<file path="config.mk">
export PLATFORM = sky130hd
export DESIGN_NAME = hazard_forward_ctrl
export DESIGN_NICKNAME = d
export VERILOG_FILES = /design/src/rtl/rv_hazard_pkg.sv /design/src/rtl/hazard_forward_ctrl_fwd_src_match.sv /design/src/rtl/hazard_forward_ctrl.sv
export SDC_FILE = /design/constraint.sdc
export NUM_CORES = 1
export LEC_CHECK = 0
export ABC_AREA = 1
export BUFFER_PORTS_ARGS = -buffer_cell sky130_fd_sc_hd__buf_4
export CORE_MARGIN = 3
export CORE_UTILIZATION = 29
export CTS_BUF_LIST = sky130_fd_sc_hd__clkbuf_4
export DETAILED_ROUTE_END_ITERATION = 8
export PLACE_DENSITY = 0.5
export SYNTH_ARGS = -nofsm -noshare
export SYNTH_HDL_FRONTEND = slang
export SYNTH_HIERARCHICAL = 1
export SYNTH_SLANG_ARGS = --single-unit
</file>
<file path="constraint.sdc">
create_clock -name CLK -period 1.4 [get_ports CLK]
set_input_delay 0.21 -clock CLK [delete_from_list [all_inputs] [get_ports CLK]]
set_output_delay 0.21 -clock CLK [all_outputs]
set_load 0.02 [all_outputs]
</file>
<file path="src/rtl/rv_hazard_pkg.sv">
// Shared types for the hazard/forwarding controller:
// bypass select codes, in-flight tag and counter sizing.
package rv_hazard_pkg;

  localparam logic [1:0] FWD_NONE  = 2'b00;
  localparam logic [1:0] FWD_EXMEM = 2'b01;
  localparam logic [1:0] FWD_MEMWB = 2'b10;
  localparam logic [1:0] FWD_WB    = 2'b11;

  // Widest register address a tag can carry.
  localparam int RD_MAX_W = 8;

  typedef struct packed {
    logic                valid;
    logic [RD_MAX_W-1:0] rd;
    logic                is_load;
  } hazard_tag_t;

  // Counter holds at most LAT-1.
  function automatic int muldiv_cnt_w(input int lat);
    return (lat > 1) ? $clog2(lat) : 1;
  endfunction

endpackage

</file>
<file path="src/rtl/hazard_forward_ctrl_fwd_src_match.sv">
// One source operand: compare against EX/MEM/WB tags,
// youngest-wins bypass select and EX load-use hit.
// Ports: src/src_use from ID, stage tags in, sel/load_hit out.
module fwd_src_match
  import rv_hazard_pkg::*;
#(
  parameter int ADDR_W     = 5,
  parameter int LOAD_STALL = 1
) (
  input  logic [ADDR_W-1:0]   src,
  input  logic                src_use,
  input  hazard_tag_t         ex,
  input  logic                mem_valid,
  input  logic [RD_MAX_W-1:0] mem_rd,
  input  logic                wb_valid,
  input  logic [RD_MAX_W-1:0] wb_rd,
  output logic [1:0]          sel,
  output logic                load_hit
);

  logic [RD_MAX_W-1:0] src_x;
  logic hit_ex, hit_mem, hit_wb;

  assign src_x   = RD_MAX_W'(src);
  assign hit_ex  = src_use & ex.valid & (ex.rd == src_x);
  assign hit_mem = src_use & mem_valid & (mem_rd == src_x);
  assign hit_wb  = src_use & wb_valid & (wb_rd == src_x);

  always_comb begin
    sel = FWD_NONE;
    priority case (1'b1)
      hit_ex:  sel = FWD_EXMEM;
      hit_mem: sel = FWD_MEMWB;
      hit_wb:  sel = FWD_WB;
      default: sel = FWD_NONE;
    endcase
  end

  assign load_hit = (LOAD_STALL != 0) & hit_ex & ex.is_load;

endmodule

</file>
<file path="src/rtl/hazard_forward_ctrl.sv">
// Stateful bypass/stall controller beside ID/EX: tracks EX/MEM/WB tags,
// registers per-source FWD_SEL, raises load-use and MUL/DIV stalls.
// In: CLK, RESET (sync, low), ID_* instruction fields, FLUSH.
// Out: FWD_SEL (reg), STALL (comb), MULDIV_BUSY (reg).
module hazard_forward_ctrl
  import rv_hazard_pkg::*;
#(
  parameter int ADDR_W     = 5,
  parameter int NUM_SRC    = 2,
  parameter int MULDIV_LAT = 4,
  parameter int LOAD_STALL = 1
) (
  input  logic                      CLK,
  input  logic                      RESET,
  input  logic                      ID_VALID,
  input  logic [NUM_SRC*ADDR_W-1:0] ID_SRC,
  input  logic [NUM_SRC-1:0]        ID_SRC_USE,
  input  logic [ADDR_W-1:0]         ID_RD,
  input  logic                      ID_RD_WEN,
  input  logic                      ID_IS_LOAD,
  input  logic                      ID_IS_MULDIV,
  input  logic                      FLUSH,
  output logic [2*NUM_SRC-1:0]      FWD_SEL,
  output logic                      STALL,
  output logic                      MULDIV_BUSY
);

  localparam int CNT_W = muldiv_cnt_w(MULDIV_LAT);
  localparam logic [CNT_W-1:0] CNT_LOAD = CNT_W'(MULDIV_LAT - 1);
  localparam logic [CNT_W-1:0] CNT_ONE  = CNT_W'(1);
  localparam bit MD_MULTI = (MULDIV_LAT > 1);

  hazard_tag_t         id_tag;
  hazard_tag_t         ex_q;
  logic                mem_valid_q;
  logic [RD_MAX_W-1:0] mem_rd_q;
  logic                wb_valid_q;
  logic [RD_MAX_W-1:0] wb_rd_q;
  logic [CNT_W-1:0]    cnt_q;
  logic [2*NUM_SRC-1:0] sel_d;
  logic [NUM_SRC-1:0]  lu_hit;
  logic                lu_stall;

  // x0 writes are dropped here so they never match.
  always_comb begin
    id_tag         = '0;
    id_tag.valid   = ID_VALID & ID_RD_WEN & (ID_RD != '0);
    id_tag.rd      = RD_MAX_W'(ID_RD);
    id_tag.is_load = ID_IS_LOAD;
  end

  for (genvar i = 0; i < NUM_SRC; i++) begin : g_src
    fwd_src_match #(
      .ADDR_W     (ADDR_W),
      .LOAD_STALL (LOAD_STALL)
    ) u_match (
      .src       (ID_SRC[i*ADDR_W +: ADDR_W]),
      .src_use   (ID_SRC_USE[i]),
      .ex        (ex_q),
      .mem_valid (mem_valid_q),
      .mem_rd    (mem_rd_q),
      .wb_valid  (wb_valid_q),
      .wb_rd     (wb_rd_q),
      .sel       (sel_d[2*i +: 2]),
      .load_hit  (lu_hit[i])
    );
  end

  // A flush squashes the consumer, so no bubble is needed for it.
  assign lu_stall = ID_VALID & (|lu_hit) & ~FLUSH;
  assign STALL    = MULDIV_BUSY | lu_stall;

  always_ff @(posedge CLK) begin
    if (!RESET) begin
      ex_q        <= '0;
      mem_valid_q <= 1'b0;
      mem_rd_q    <= '0;
      wb_valid_q  <= 1'b0;
      wb_rd_q     <= '0;
      cnt_q       <= '0;
      MULDIV_BUSY <= 1'b0;
      FWD_SEL     <= '0;
    end else if (MULDIV_BUSY) begin
      // EXE keeps the op and its selects; MEM drains a bubble.
      mem_valid_q <= 1'b0;
      mem_rd_q    <= '0;
      wb_valid_q  <= mem_valid_q;
      wb_rd_q     <= mem_rd_q;
      cnt_q       <= cnt_q - CNT_ONE;
      MULDIV_BUSY <= (cnt_q != CNT_ONE);
    end else begin
      mem_valid_q <= ex_q.valid;
      mem_rd_q    <= ex_q.rd;
      wb_valid_q  <= mem_valid_q;
      wb_rd_q     <= mem_rd_q;
      if (FLUSH | lu_stall | ~ID_VALID) begin
        ex_q    <= '0;
        FWD_SEL <= '0;
      end else begin
        ex_q    <= id_tag;
        FWD_SEL <= sel_d;
        if (ID_IS_MULDIV && MD_MULTI) begin
          cnt_q       <= CNT_LOAD;
          MULDIV_BUSY <= 1'b1;
        end
      end
    end
  end

endmodule

</file>
Yosys cells after proc, flatten, opt, wreduce, memory -nomap -nowiden. Index checks and enable logic that the tools add are counted.

Memory bits (writable): 0. Latch bits: 0. Output and inout port bits: 6. Register bits: 35. Memory bits (read-only): 0. Memories kept: 0. Bits of input ports: 24. Word-level logic and storage cells: 62.

Reductions and logical operators: 5. Mux-type cells: 14. Equal/unequal tests: 8. Bitwise gates (word level): 24. Shift operators: 0. $add $sub $neg: 1. Order comparisons: 0. Multiply operators: 0. Div/mod/pow operators: 0.

Operators with widths (number): 8-bit by 5-bit equality test with 1-bit output (6); 1-bit bitwise AND (18); 2-bit two-way mux (9); 10-bit two-way mux (1); 5-bit nonzero test (1); 4-bit two-way mux (1); 2-bit OR reduction (2); 1-bit two-way mux (3); 1-bit NOT (3); 1-bit OR (3); 2-bit by 1-bit inequality test with 1-bit output (second input constant) (1); 2-bit inequality test (second input constant) (1); 2-bit AND reduction (1); 2-bit nonzero test (1); 2-bit by 1-bit subtractor with 2-bit output (second input constant) (1).

Longest topological paths before layout. Gate-level depths: netlist of run 1.

Depth in word-level cells: 10. Gate-level depth with buffers: 15. Mapped depth without buffers: 15.

By module. The synthesis of run 1 kept the hierarchy.

By module, submodules not included: hazard_forward_ctrl (seq. area each 520.5 sq um, instances 1, area an instance 958.4 sq um, cells each 122); fwd_src_match (seq. area each 0.0 sq um, instances 2, area an instance 341.6 sq um, cells each 82).

Least setup slack after synthesis of run 1. OpenSTA, ideal clock, no wires.

Path kind: register to output. Start: register ex_q[1] (netlist bit). End: output port STALL. Data required time: 1.190 ns. Buffers on the path: 0. Path slack: 0.001 ns. Cell stages (with the launch flop): 11. Arrival: 1.189 ns. Cell sequence: dfxtp_1 inv_1 a21oi_1 nand3_1 nor2_2 inv_1 nor2_1 inv_1 nand2_2 nand3_1 nand2_1.

Word-level cells in the longest chain between the ends: 7. Elaborated cells on any way between the ends: 10. Classes of those cells: eq/ne: 2; bitwise: 7; reduce/logical: 1.

RTL lines: start: declaration (RTL line hazard_forward_ctrl.sv:34) `hazard_tag_t ex_q;`; start signal: assignment (RTL line hazard_forward_ctrl.sv:100) `ex_q <= id_tag;`; 8-bit by 5-bit equality test with 1-bit output (RTL line hazard_forward_ctrl_fwd_src_match.sv:25) `assign hit_ex = src_use & ex.valid & (ex.rd == src_x);`; 1-bit bitwise AND (RTL line hazard_forward_ctrl_fwd_src_match.sv:25); 1-bit bitwise AND (RTL line hazard_forward_ctrl_fwd_src_match.sv:39) `assign load_hit = (LOAD_STALL != 0) & hit_ex & ex.is_load;`; named net lu_hit[0] (RTL line hazard_forward_ctrl.sv:41) `logic [NUM_SRC-1:0] lu_hit;`; 2-bit OR reduction (RTL line hazard_forward_ctrl.sv:70) `assign lu_stall = ID_VALID & (|lu_hit) & ~FLUSH;`; 1-bit bitwise AND (2 in a row) (RTL line hazard_forward_ctrl.sv:70); 1-bit OR (RTL line hazard_forward_ctrl.sv:71) `assign STALL = MULDIV_BUSY | lu_stall;`; end: declaration (RTL line hazard_forward_ctrl.sv:24) `output logic STALL,`.

The timed path passes the listed nets, and every way through them passes these cells.

Worst setup path in the final report of run 1.
Start: register ex_q[5] (netlist bit). End: output port STALL.

Same word-level chain as after synthesis.

==> out/qor.yml, run 1 <==
run_status:
  outcome: "finished, violations left"
  violations: "setup timing"
power:
  clkPwrFrac: 0.228
  p_sw_uw: 426
  ir_drop_mv: 0.432
  seq_power_share: 0.544
  power.density_mw_per_mm2: 658
  swShare: 0.291
  p_int_mw: 1.04
  p_leak_nw: 1.12
  comb_power_share: 0.228
  power.total_mw: 1.46
synthesis:
  yosysWarnings: 6
  syn_area_sq_mm: 0.00164
  postSynth.asyncResetShare: 0
  ys.flop_type: "dfxtp_1"
  yosysSeqAreaShare: 0.317
  syn_avg_cell_area_sq_um: 5.74
  yosysMostFrequentCell: "nand2_1"
  ys_ff_latch: 26
  synth_edf_count: 0
  synth_commonest_cells: "nand2_1, inv_1, nor2_1"
  synth_area_leader_cell: "dfxtp_1"
  synthTopCellsByArea: "dfxtp_1, nand2_1, inv_1"
  netlist-cell-type-count: 22
  synthCells: 286
  yosysTopAreaCellShare: 0.317
clock_network:
  root_buffer: "clkbuf_4"
  numCtsBuffers: 3
  clk_latency_ns: 0.33
  clockBufferDepth: 2
  htree_levels: 1
  cts_tree: "done"
  cts.sinks: 26
  clk_pin_slew_worst_paths_ns: 0.15
global_routing:
  grt_pass1_vias: 1592
  grt_max_degree: 27
  grt_pass1_wl_um: 6980
  antenna_found_initial: 0
  grt.total_usage: 0.136
  overflow: 0
placement:
  dp.cells: 420
  dpl_cell_area_sq_mm: 0.00214
  io_buffer_count: 29
  gp_congestion: 0.742
  detailed_place_hpwl_um: 3190
worst_setup_path:
  cp_slowest_cell: "dfxtp_2"
  r2r-end: "FWD_SEL[0]$_SDFFE_PN0N_"
  timing.rr.start: "ex_q[4]$_SDFFE_PN0N_"
  path_cells: "xor2_1 -> nor2_1 -> nand2_1 -> nor2_2 -> inv_1 -> nor2_1 -> inv_1 -> nand2_2 -> nand3_1 -> nand2_1 -> buf_6"
  timing.critical_path.required_ns: 1.19
  crit_buf_inv: 3
  cp.arrival_ns: 1.66
  worstSetupEndpoint: "STALL"
  r2r_cells: 14
  end_kind: "output pin"
  crit_family: "simple AND/OR/NAND/NOR gates"
  critPathKind: "reg -> out"
  max_stage_delay_ns: 0.36
  crit_cells: 11
  startpoint: "ex_q[5]$_SDFFE_PN0N_"
  startpoint_type: "register"
  reg2reg_slack_ns: -0.20
  crit_fanout: 3
route:
  drc_errors: 0
  drtAntennaViolNets: 0
  routed_wl_um: 3960
  dr_wl_met2_um: 1710
  drt_iter0_drc: 32
  num_vias: 1667
  met1Wirelength_um: 2090
  post_drt_wl_per_cell_um: 9.26
  wl_met3_um: 130
  drt_pass1_iterations: 3
  vias_per_cell: 3.90
  dr.max_layer_used: "met4"
die:
  start_util: 0.310
  dieHeight_um: 81.2
  io_pins: 30
  fp.dieW_um: 81.2
  num_rows: 26
  dieArea_sq_mm: 0.00660
  core_sq_mm: 0.00530
sta:
  fin_tns_setup_ns: -2.82
  period_share: 1.33
  setup_viol: 15
  hold-worst-slack_ns: 0.117
  finalClockSkew_ns: 0.0149
  rsz0062_at_grt: "true"
  hold_viol: 0
  report.final.slew_viol_count: 0
  setup_slack_ns: -0.467
  max_freq_ghz: 0.536
  min_period_ns: 1.87
cells_and_area:
  n_fill_cell: 600
  stdcell_count: 427
  nets: 383
  multiInputGateArea_sq_um: 926
  syn2layout_area_growth_pct: 35.2
  regArea_sq_um: 531
  num_antenna_cells: 0
  layout-drive-gt1-share: 0.252
  final_area_sq_mm: 0.00222
run:
  maxCapViolCount: 0
hold_path:
  hp-class: "in -> reg"
[cells by family (layout without fill, tap and decap cells)]
kind of cell	count (synthesis)	count (layout)	share of synthesized area
AND/OR/NAND/NOR	155	155	0.387
AO/OA/AOI/OAI	33	33	0.101
adder cells (fa/ha/maj)	1	1	0.00762
flip-flops	26	26	0.317
other	1	18	0.00228
XOR/XNOR	4	4	0.0213
buffers and inverters	66	120	0.164
[power by group through the flow]
stage	clock network (mW)	logic (mW)	registers, mW
5_1_grt	0.383	0.386	0.800
4_1_cts	0.347	0.336	0.796
2_1_floorplan	0	0.170	0.812
3_3_place_gp	0	0.325	0.810
6_report	0.333	0.333	0.795
3_5_place_dp	0	0.326	0.811
[worst min path at each step]
| stage | from | to | cells past startpoint |
|---|---|---|---|
| floorplan | ID_RD[1] | ex_q[2]$_SDFFE_PN0N_ | 2 |
| global placement | mem_valid_q$_SDFF_PP0_ | wb_valid_q$_SDFF_PN0_ | 2 |
| detailed placement | mem_valid_q$_SDFF_PP0_ | wb_valid_q$_SDFF_PN0_ | 2 |
| CTS | ID_IS_LOAD | ex_q[0]$_SDFFE_PN0N_ | 3 |
| global route | ID_RD[4] | ex_q[5]$_SDFFE_PN0N_ | 3 |
| finish | ID_RD[3] | ex_q[4]$_SDFFE_PN0N_ | 3 |
[per-layer routing]
layer / GRT usage / vias to the layer above
li1: - / 971
met1: 0.184 / 672
met2: 0.224 / 22
met3: 0.0166 / 2
met4: 0.0405 / 0
met5: 0 / -
[final cells by class]
cell class | instances | area share
clock buffers | 3 | 0.0101
clock inverters | 1 | 0.00169
inverters | 61 | 0.103
multi-input cells | 211 | 0.417
flip-flops and latches | 26 | 0.239
well taps | 70 | 0.0395
repair buffers | 55 | 0.189
[worst register-to-register path: cells and delay by family, from the launching register on]
kind,cells,cell delay (ns)
flip-flops,1,0.39
AND/OR/NAND/NOR,7,0.46
AO/OA/AOI/OAI,2,0.26
buffers and inverters,5,0.42
[what timing repair did]
action                     in CTS  in global routing
setup endpoints to repair      15                 15
gates resized for setup        13                  2
pin swaps                       5                  4
hold buffers                    0                  0
buffers inserted                2                  1
[registers in the layout (all words and copies together), names as in the netlist]
name         flops
FWD_SEL          4
MULDIV_BUSY      1
cnt_q            2
ex_q             7
mem_rd_q         5
mem_valid_q      1
wb_rd_q          5
wb_valid_q       1
[per-stage QoR]
stage               setup slack, ns   util
CTS                          -0.468  0.417
finish                       -0.467  0.419
detailed placement           -0.180  0.404
global placement             -0.166  0.404
global route                 -0.637  0.419
floorplan                  0.000967      -
[placed cells by master (no fill, tap or decap), types with 4 or more instances in the layout]
cell type and instances:
inv_2 14, buf_4 53, dfxtp_1 20, nand2_1 92
nor3_1 6, nor2_2 4, o21ai_0 7, nand2_2 4
o21ai_1 9, inv_1 45, nand3_1 8, dfxtp_2 5
a21oi_1 17, nor2_1 37, conb_1 18
Note: power is estimated with default switching activity, not from simulation.
==> run 2: changes to the inputs <==
--- a/config.mk
+++ b/config.mk
@@ -8,10 +8,11 @@
 export ABC_AREA = 1
 export BUFFER_PORTS_ARGS = -buffer_cell sky130_fd_sc_hd__buf_4
 export CORE_MARGIN = 3
-export CORE_UTILIZATION = 29
+export CORE_UTILIZATION = 45
 export CTS_BUF_LIST = sky130_fd_sc_hd__clkbuf_4
 export DETAILED_ROUTE_END_ITERATION = 8
-export PLACE_DENSITY = 0.5
+export PLACE_DENSITY = 0.68
+export REMOVE_ABC_BUFFERS = 1
 export SYNTH_ARGS = -nofsm -noshare
 export SYNTH_HDL_FRONTEND = slang
 export SYNTH_HIERARCHICAL = 1
==> constraint.sdc (replaced) <==
create_clock -name CLK -period 2.2 [get_ports CLK]
set_input_delay 0.33 -clock CLK [delete_from_list [all_inputs] [get_ports CLK]]
set_output_delay 0.33 -clock CLK [all_outputs]
set_load 0.02 [all_outputs]
==> out/qor.yml, run 2 (same netlist as run 1, synthesis figures left out) <==
run_status:
  outcome: "finished clean"  # was finished, violations left
cells_and_area:
  max_flop_register: "ex_q"  # unchanged
  num_antenna_cells: 0  # unchanged
  syn2layout_area_growth_pct: 21.8  # was 35.2%
  nets: 358  # was 383
  layout_common_cells: "nand2_1, inv_1, nor2_1"  # was nand2_1, buf_4, inv_1
  largestRegisters: "ex_q: 7 flops, mem_rd_q: 5 flops, wb_rd_q: 5 flops"  # unchanged
  layout-drive-gt1-share: 0.190  # was 0.252
  layout_commonest_cell: "nand2_1"  # unchanged
  largest_reg_flops: 7  # unchanged
  n_fill_cell: 370  # was 600
route:
  vias_per_cell: 4.33  # was 3.90
  num_vias: 1635  # was 1667
  drt_pass1_iterations: 4  # was 3
  drc_errors: 0  # unchanged
  post_drt_wl_per_cell_um: 9.08  # was 9.26 um
  drt_iter0_drc: 34  # was 32
  drtAntennaViolNets: 0  # unchanged
  routed_wl_um: 3430  # was 3960 um
worst_setup_path:
  cp.arrival_ns: 1.67  # was 1.66 ns
  timing.critical_path.required_ns: 1.87  # was 1.19 ns
  crit_fanout: 4  # was 3
  critPathKind: "reg -> out"  # unchanged
  end_kind: "output pin"  # unchanged
  startpoint_type: "register"  # unchanged
power:
  seq_power_share: 0.570  # was 0.544
  p_leak_nw: 0.988  # was 1.12 nW
  clkPwrFrac: 0.232  # was 0.228
  swShare: 0.289  # was 0.291
  ir_drop_mv: 0.261  # was 0.432 mV
  p_int_uw: 631  # was 1.04 mW
  comb_power_share: 0.199  # was 0.228
  power.density_mw_per_mm2: 444  # was 658 mW/mm^2
  power.total_uw: 887  # was 1.46 mW
  p_sw_uw: 256  # was 426 uW
sta:
  min_period_ns: 2.00
  report.final.slew_viol_count: 0  # unchanged
  period_share: 0.910
  fin_tns_setup_ns: 0  # was -2.82 ns
  setup_viol: 0  # was 15
  hold_viol: 0  # unchanged
  rsz0062_at_grt: "false"  # was true
  finalClockSkew_ns: 0.00240  # was 0.0149 ns
  max_freq_ghz: 0.499
clock_network:
  clockBufferDepth: 2  # unchanged
  holdBufCountCts: 0  # unchanged
  root_buffer: "clkbuf_4"  # unchanged
  clk_pin_slew_worst_paths_ns: 0.14  # was 0.15 ns
  cts_tree: "done"  # unchanged
  numCtsBuffers: 3  # unchanged
  clk_latency_ns: 0.32  # was 0.33 ns
  htree_levels: 1  # unchanged
  cts.sinks: 26  # unchanged
run:
  maxCapViolCount: 0  # unchanged
global_routing:
  grt_pass1_vias: 1551  # was 1592
  grt_pass1_wl_um: 6200  # was 6980 um
  grt_max_degree: 27  # unchanged
  overflow: 0  # unchanged
  grt.total_usage: 0.179  # was 0.136
  antenna_found_initial: 0  # unchanged
placement:
  gp_congestion: 0.816  # was 0.742
  detailed_place_hpwl_um: 2730  # was 3190 um
  io_buffer_count: 29  # unchanged
die:
  num_rows: 21  # was 26
  io_pins: 30  # unchanged
  core_sq_mm: 0.00342  # was 0.00530 sq mm
  dieArea_sq_mm: 0.00441  # was 0.00660 sq mm
  fp.dieW_um: 66.4  # was 81.2 um
  start_util: 0.481  # was 0.310
  dieHeight_um: 66.4  # was 81.2 um
hold_path:
  hp-class: "in -> reg"  # unchanged
[run 2: cell type report]
class	instances	area [sq um]	share of cell area
Inverter	61	229	0.115
Clock buffer	3	22.5	0.0113
Timing Repair Buffer	30	229	0.115
Sequential cell	26	532	0.266
Tap cell	46	57.6	0.0288
Clock inverter	1	3.75	0.00188
Multi-Input combinational cell	211	926	0.463
[run 2: path summary, 6_finish.rpt]
| path | startpoint | end | slack (ns) | cells after the start |
|---|---|---|---|---|
| worst max register to register | ex_q[4]$_SDFFE_PN0N_ | cnt_q[0]$_SDFFE_PN0P_ | 0.50 | 15 |
| worst min register to register | mem_valid_q$_SDFF_PP0_ | wb_valid_q$_SDFF_PN0_ | 0.46 | 2 |
| worst max-delay path | ex_q[5]$_SDFFE_PN0N_ | STALL | 0.20 | 11 |
| worst min-delay path | ID_IS_LOAD | ex_q[0]$_SDFFE_PN0N_ | 0.25 | 3 |
[run 2: critical path, cell delays in order, from the launching register on]
cell and delay (ns):
dfxtp_2 0.37, xor2_1 0.16, nor2_1 0.11, nand2_1 0.08, nor2_2 0.12, inv_1 0.06, nor2_1 0.10, inv_1 0.05
nand2_2 0.07, nand3_2 0.06, nand2_2 0.06, buf_6 0.12
[run 2: routing by layer]
metal	up-vias	GRT usage	wire, um
li1	921	-	-
met2	28	0.309	1490
met4	0	0.0711	63
met1	680	0.225	1750
met3	6	0.0170	132
met5	-	0	0
[run 2: repair_timing]
item / in CTS / in global routing
gates resized for setup: 0 / 13
setup buffers: 0 / 1
endpoints found under the setup margin: 0 / 1
[run 2: metrics by stage]
stage / setup slack (ns) / area, sq um / util / hold slack (ns) / cells
global route: 0.0215 / 2000 / 0.585 / 0.243 / 378
floorplan: 0.681 / 1670 / - / 0.423 / 298
global placement: 0.446 / 1940 / 0.568 / 0.440 / 373
detailed placement: 0.435 / 1940 / 0.568 / 0.443 / 373
finish: 0.197 / 2000 / 0.585 / 0.249 / 378
CTS: 0.125 / 1970 / 0.576 / 0.240 / 377
[run 2: power by group through the flow]
stage	clock network [mW]	registers (mW)	logic, mW
finish	0.205	0.505	0.176
global route	0.232	0.508	0.207
CTS	0.213	0.506	0.175
detailed placement	0	0.516	0.174
global placement	0	0.516	0.172
floorplan	0	0.517	0.0988
==> run 3: changes to the inputs <==
--- a/config.mk
+++ b/config.mk
@@ -13,6 +13,7 @@
 export DETAILED_ROUTE_END_ITERATION = 8
 export PLACE_DENSITY = 0.68
 export REMOVE_ABC_BUFFERS = 1
+export SETUP_SLACK_MARGIN = 0.5
 export SYNTH_ARGS = -nofsm -noshare
 export SYNTH_HDL_FRONTEND = slang
 export SYNTH_HIERARCHICAL = 1
==> out/qor.yml, run 3 (same netlist as run 1, synthesis figures left out) <==
worst_setup_path:
  reg2reg_slack_ns: 0.44  # was 0.50 ns
  critPathKind: "reg -> out"  # unchanged
  timing.rr.start: "ex_q[5]$_SDFFE_PN0N_"  # was ex_q[4]$_SDFFE_PN0N_
  path_cells: "xor2_1 -> nor2_1 -> nand2_1 -> nor2_2 -> inv_1 -> nor2_1 -> inv_1 -> nand2_2 -> nand3_2 -> nand2_2 -> buf_6"  # unchanged
  r2r-end: "FWD_SEL[2]$_SDFFE_PN0N_"  # was cnt_q[0]$_SDFFE_PN0P_
  worstSetupEndpoint: "STALL"  # unchanged
  cp.arrival_ns: 1.74  # was 1.67 ns
  max_stage_delay_ns: 0.37  # about the same
  crit_fanout: 4  # unchanged
  r2r_cells: 14  # was 15
  end_kind: "output pin"  # unchanged
  timing.critical_path.required_ns: 1.87  # about the same
  startpoint: "ex_q[5]$_SDFFE_PN0N_"  # unchanged
  startpoint_type: "register"  # unchanged
  cp_slowest_cell: "dfxtp_2"  # unchanged
global_routing:
  grt_max_degree: 27  # unchanged
  grt.total_usage: 0.179  # unchanged
  grt_pass1_wl_um: 6190  # was 6200 um
  overflow: 0  # unchanged
  grt_pass1_vias: 1542  # was 1551
  antenna_found_initial: 0  # unchanged
power:
  p_leak_nw: 1.02  # was 0.988 nW
  ir_drop_mv: 0.261  # about the same
  power.total_uw: 897  # was 887 uW
  power.density_mw_per_mm2: 437  # was 444 mW/mm^2
sta:
  max_freq_ghz: 0.483  # was 0.499 GHz
  rsz0062_at_grt: "true"  # was false
  fin_tns_setup_ns: 0  # unchanged
  setup_viol: 0  # unchanged
  finalClockSkew_ns: 0.00111  # was 0.00240 ns
  period_share: 0.940  # was 0.910
  setup_slack_ns: 0.131  # was 0.197 ns
  report.final.slew_viol_count: 0  # unchanged
  hold_viol: 0  # unchanged
  hold-worst-slack_ns: 0.248  # was 0.249 ns
  min_period_ns: 2.07  # was 2.00 ns
cells_and_area:
  largestRegisters: "ex_q: 7 flops, mem_rd_q: 5 flops, wb_rd_q: 5 flops"  # unchanged
  num_antenna_cells: 0  # unchanged
  stdcell_count: 381  # was 378
  layout-drive-gt1-share: 0.209  # was 0.190
  layout_commonest_cell: "nand2_1"  # unchanged
  layout_common_cells: "nand2_1, inv_1, nor2_1"  # unchanged
  largest_reg_flops: 7  # unchanged
  syn2layout_area_growth_pct: 24.9  # was 21.8%
  max_flop_register: "ex_q"  # unchanged
  fin_util: 0.600  # was 0.585
  nets: 361  # was 358
  final_area_sq_mm: 0.00205  # was 0.00200 sq mm
clock_network:
  root_buffer: "clkbuf_4"  # unchanged
  clk_pin_slew_worst_paths_ns: 0.14  # about the same
  clk_latency_ns: 0.31  # was 0.32 ns
  cts_tree: "done"  # unchanged
  clockBufferDepth: 2  # unchanged
  cts.sinks: 26  # unchanged
  numCtsBuffers: 3  # unchanged
  htree_levels: 1  # unchanged
route:
  drt_pass1_iterations: 4  # unchanged
  num_vias: 1663  # was 1635
  post_drt_wl_per_cell_um: 9.34  # was 9.08 um
  vias_per_cell: 4.36  # was 4.33
  routed_wl_um: 3560  # was 3430 um
  drtAntennaViolNets: 0  # unchanged
  drt_iter0_drc: 42  # was 34
  drc_errors: 0  # unchanged
placement:
  gp_congestion: 0.816  # unchanged
  dpl_cell_area_sq_mm: 0.00194  # unchanged
  dp.cells: 373  # unchanged
  io_buffer_count: 29  # unchanged
  detailed_place_hpwl_um: 2730  # unchanged
  dp_slack_ns: 0.435  # unchanged
hold_path:
  hold_depth: 3  # unchanged
  hp-class: "in -> reg"  # unchanged
die:
  fp.dieW_um: 66.4  # unchanged
  dieHeight_um: 66.4  # unchanged
  core_sq_mm: 0.00342  # unchanged
  dieArea_sq_mm: 0.00441  # unchanged
  start_util: 0.481  # unchanged
  io_pins: 30  # unchanged
  num_rows: 21  # unchanged
run:
  maxCapViolCount: 0  # unchanged
run_status:
  outcome: "finished clean"  # unchanged
==> run 3: repair_timing <==
action | CTS | global route
hold buffers | 0 | 0
resized for setup | 6 | 14
pin swaps | 2 | 6
setup buffers | 1 | 3
endpoints found under the setup margin | 1 | 15
==> run 3: how the worst min path moves through the flow <==
stage	startpoint	end	slack, ns
final	ID_IS_LOAD	ex_q[0]$_SDFFE_PN0N_	0.25
after global routing	ID_RD[3]	ex_q[4]$_SDFFE_PN0N_	0.24
after CTS	ID_IS_LOAD	ex_q[0]$_SDFFE_PN0N_	0.24
after detailed placement	mem_valid_q$_SDFF_PP0_	wb_valid_q$_SDFF_PN0_	0.44
after global placement	mem_valid_q$_SDFF_PP0_	wb_valid_q$_SDFF_PN0_	0.44
after floorplan	RESET	wb_rd_q[0]$_SDFF_PN0_	0.42
==> run 3: critical path, delay by kind of cell (launching register included) <==
kind / cells / cell delay, ns
XOR/XNOR: 1 / 0.16
buffers and inverters: 3 / 0.24
flip-flops: 1 / 0.37
AND/OR/NAND/NOR: 7 / 0.67
==> run 3: area by class of cell <==
cell class | count | area, sq um
clock buffers | 3 | 22.5
clock inverters | 1 | 3.75
fillers | 362 | 1370
inverters | 61 | 229
multi-input cells | 211 | 933
flip-flops and latches | 26 | 533
well taps | 46 | 57.6
repair buffers | 33 | 272
==> run 3: power by group <==
group,switching [mW],leakage (nW),internal (mW)
combinational,0.103,0.786,0.0817
clock,0.140,0.0154,0.0664
sequential,0.0168,0.215,0.489
==> run 3: metal layers <==
metal  wire length (um)  track usage  vias to the layer above
met3                146       0.0187                        6
li1                   -            -                      931
met4                 63       0.0711                        0
met1               1770        0.226                      692
met2               1580        0.306                       34
met5                  0            0                        -
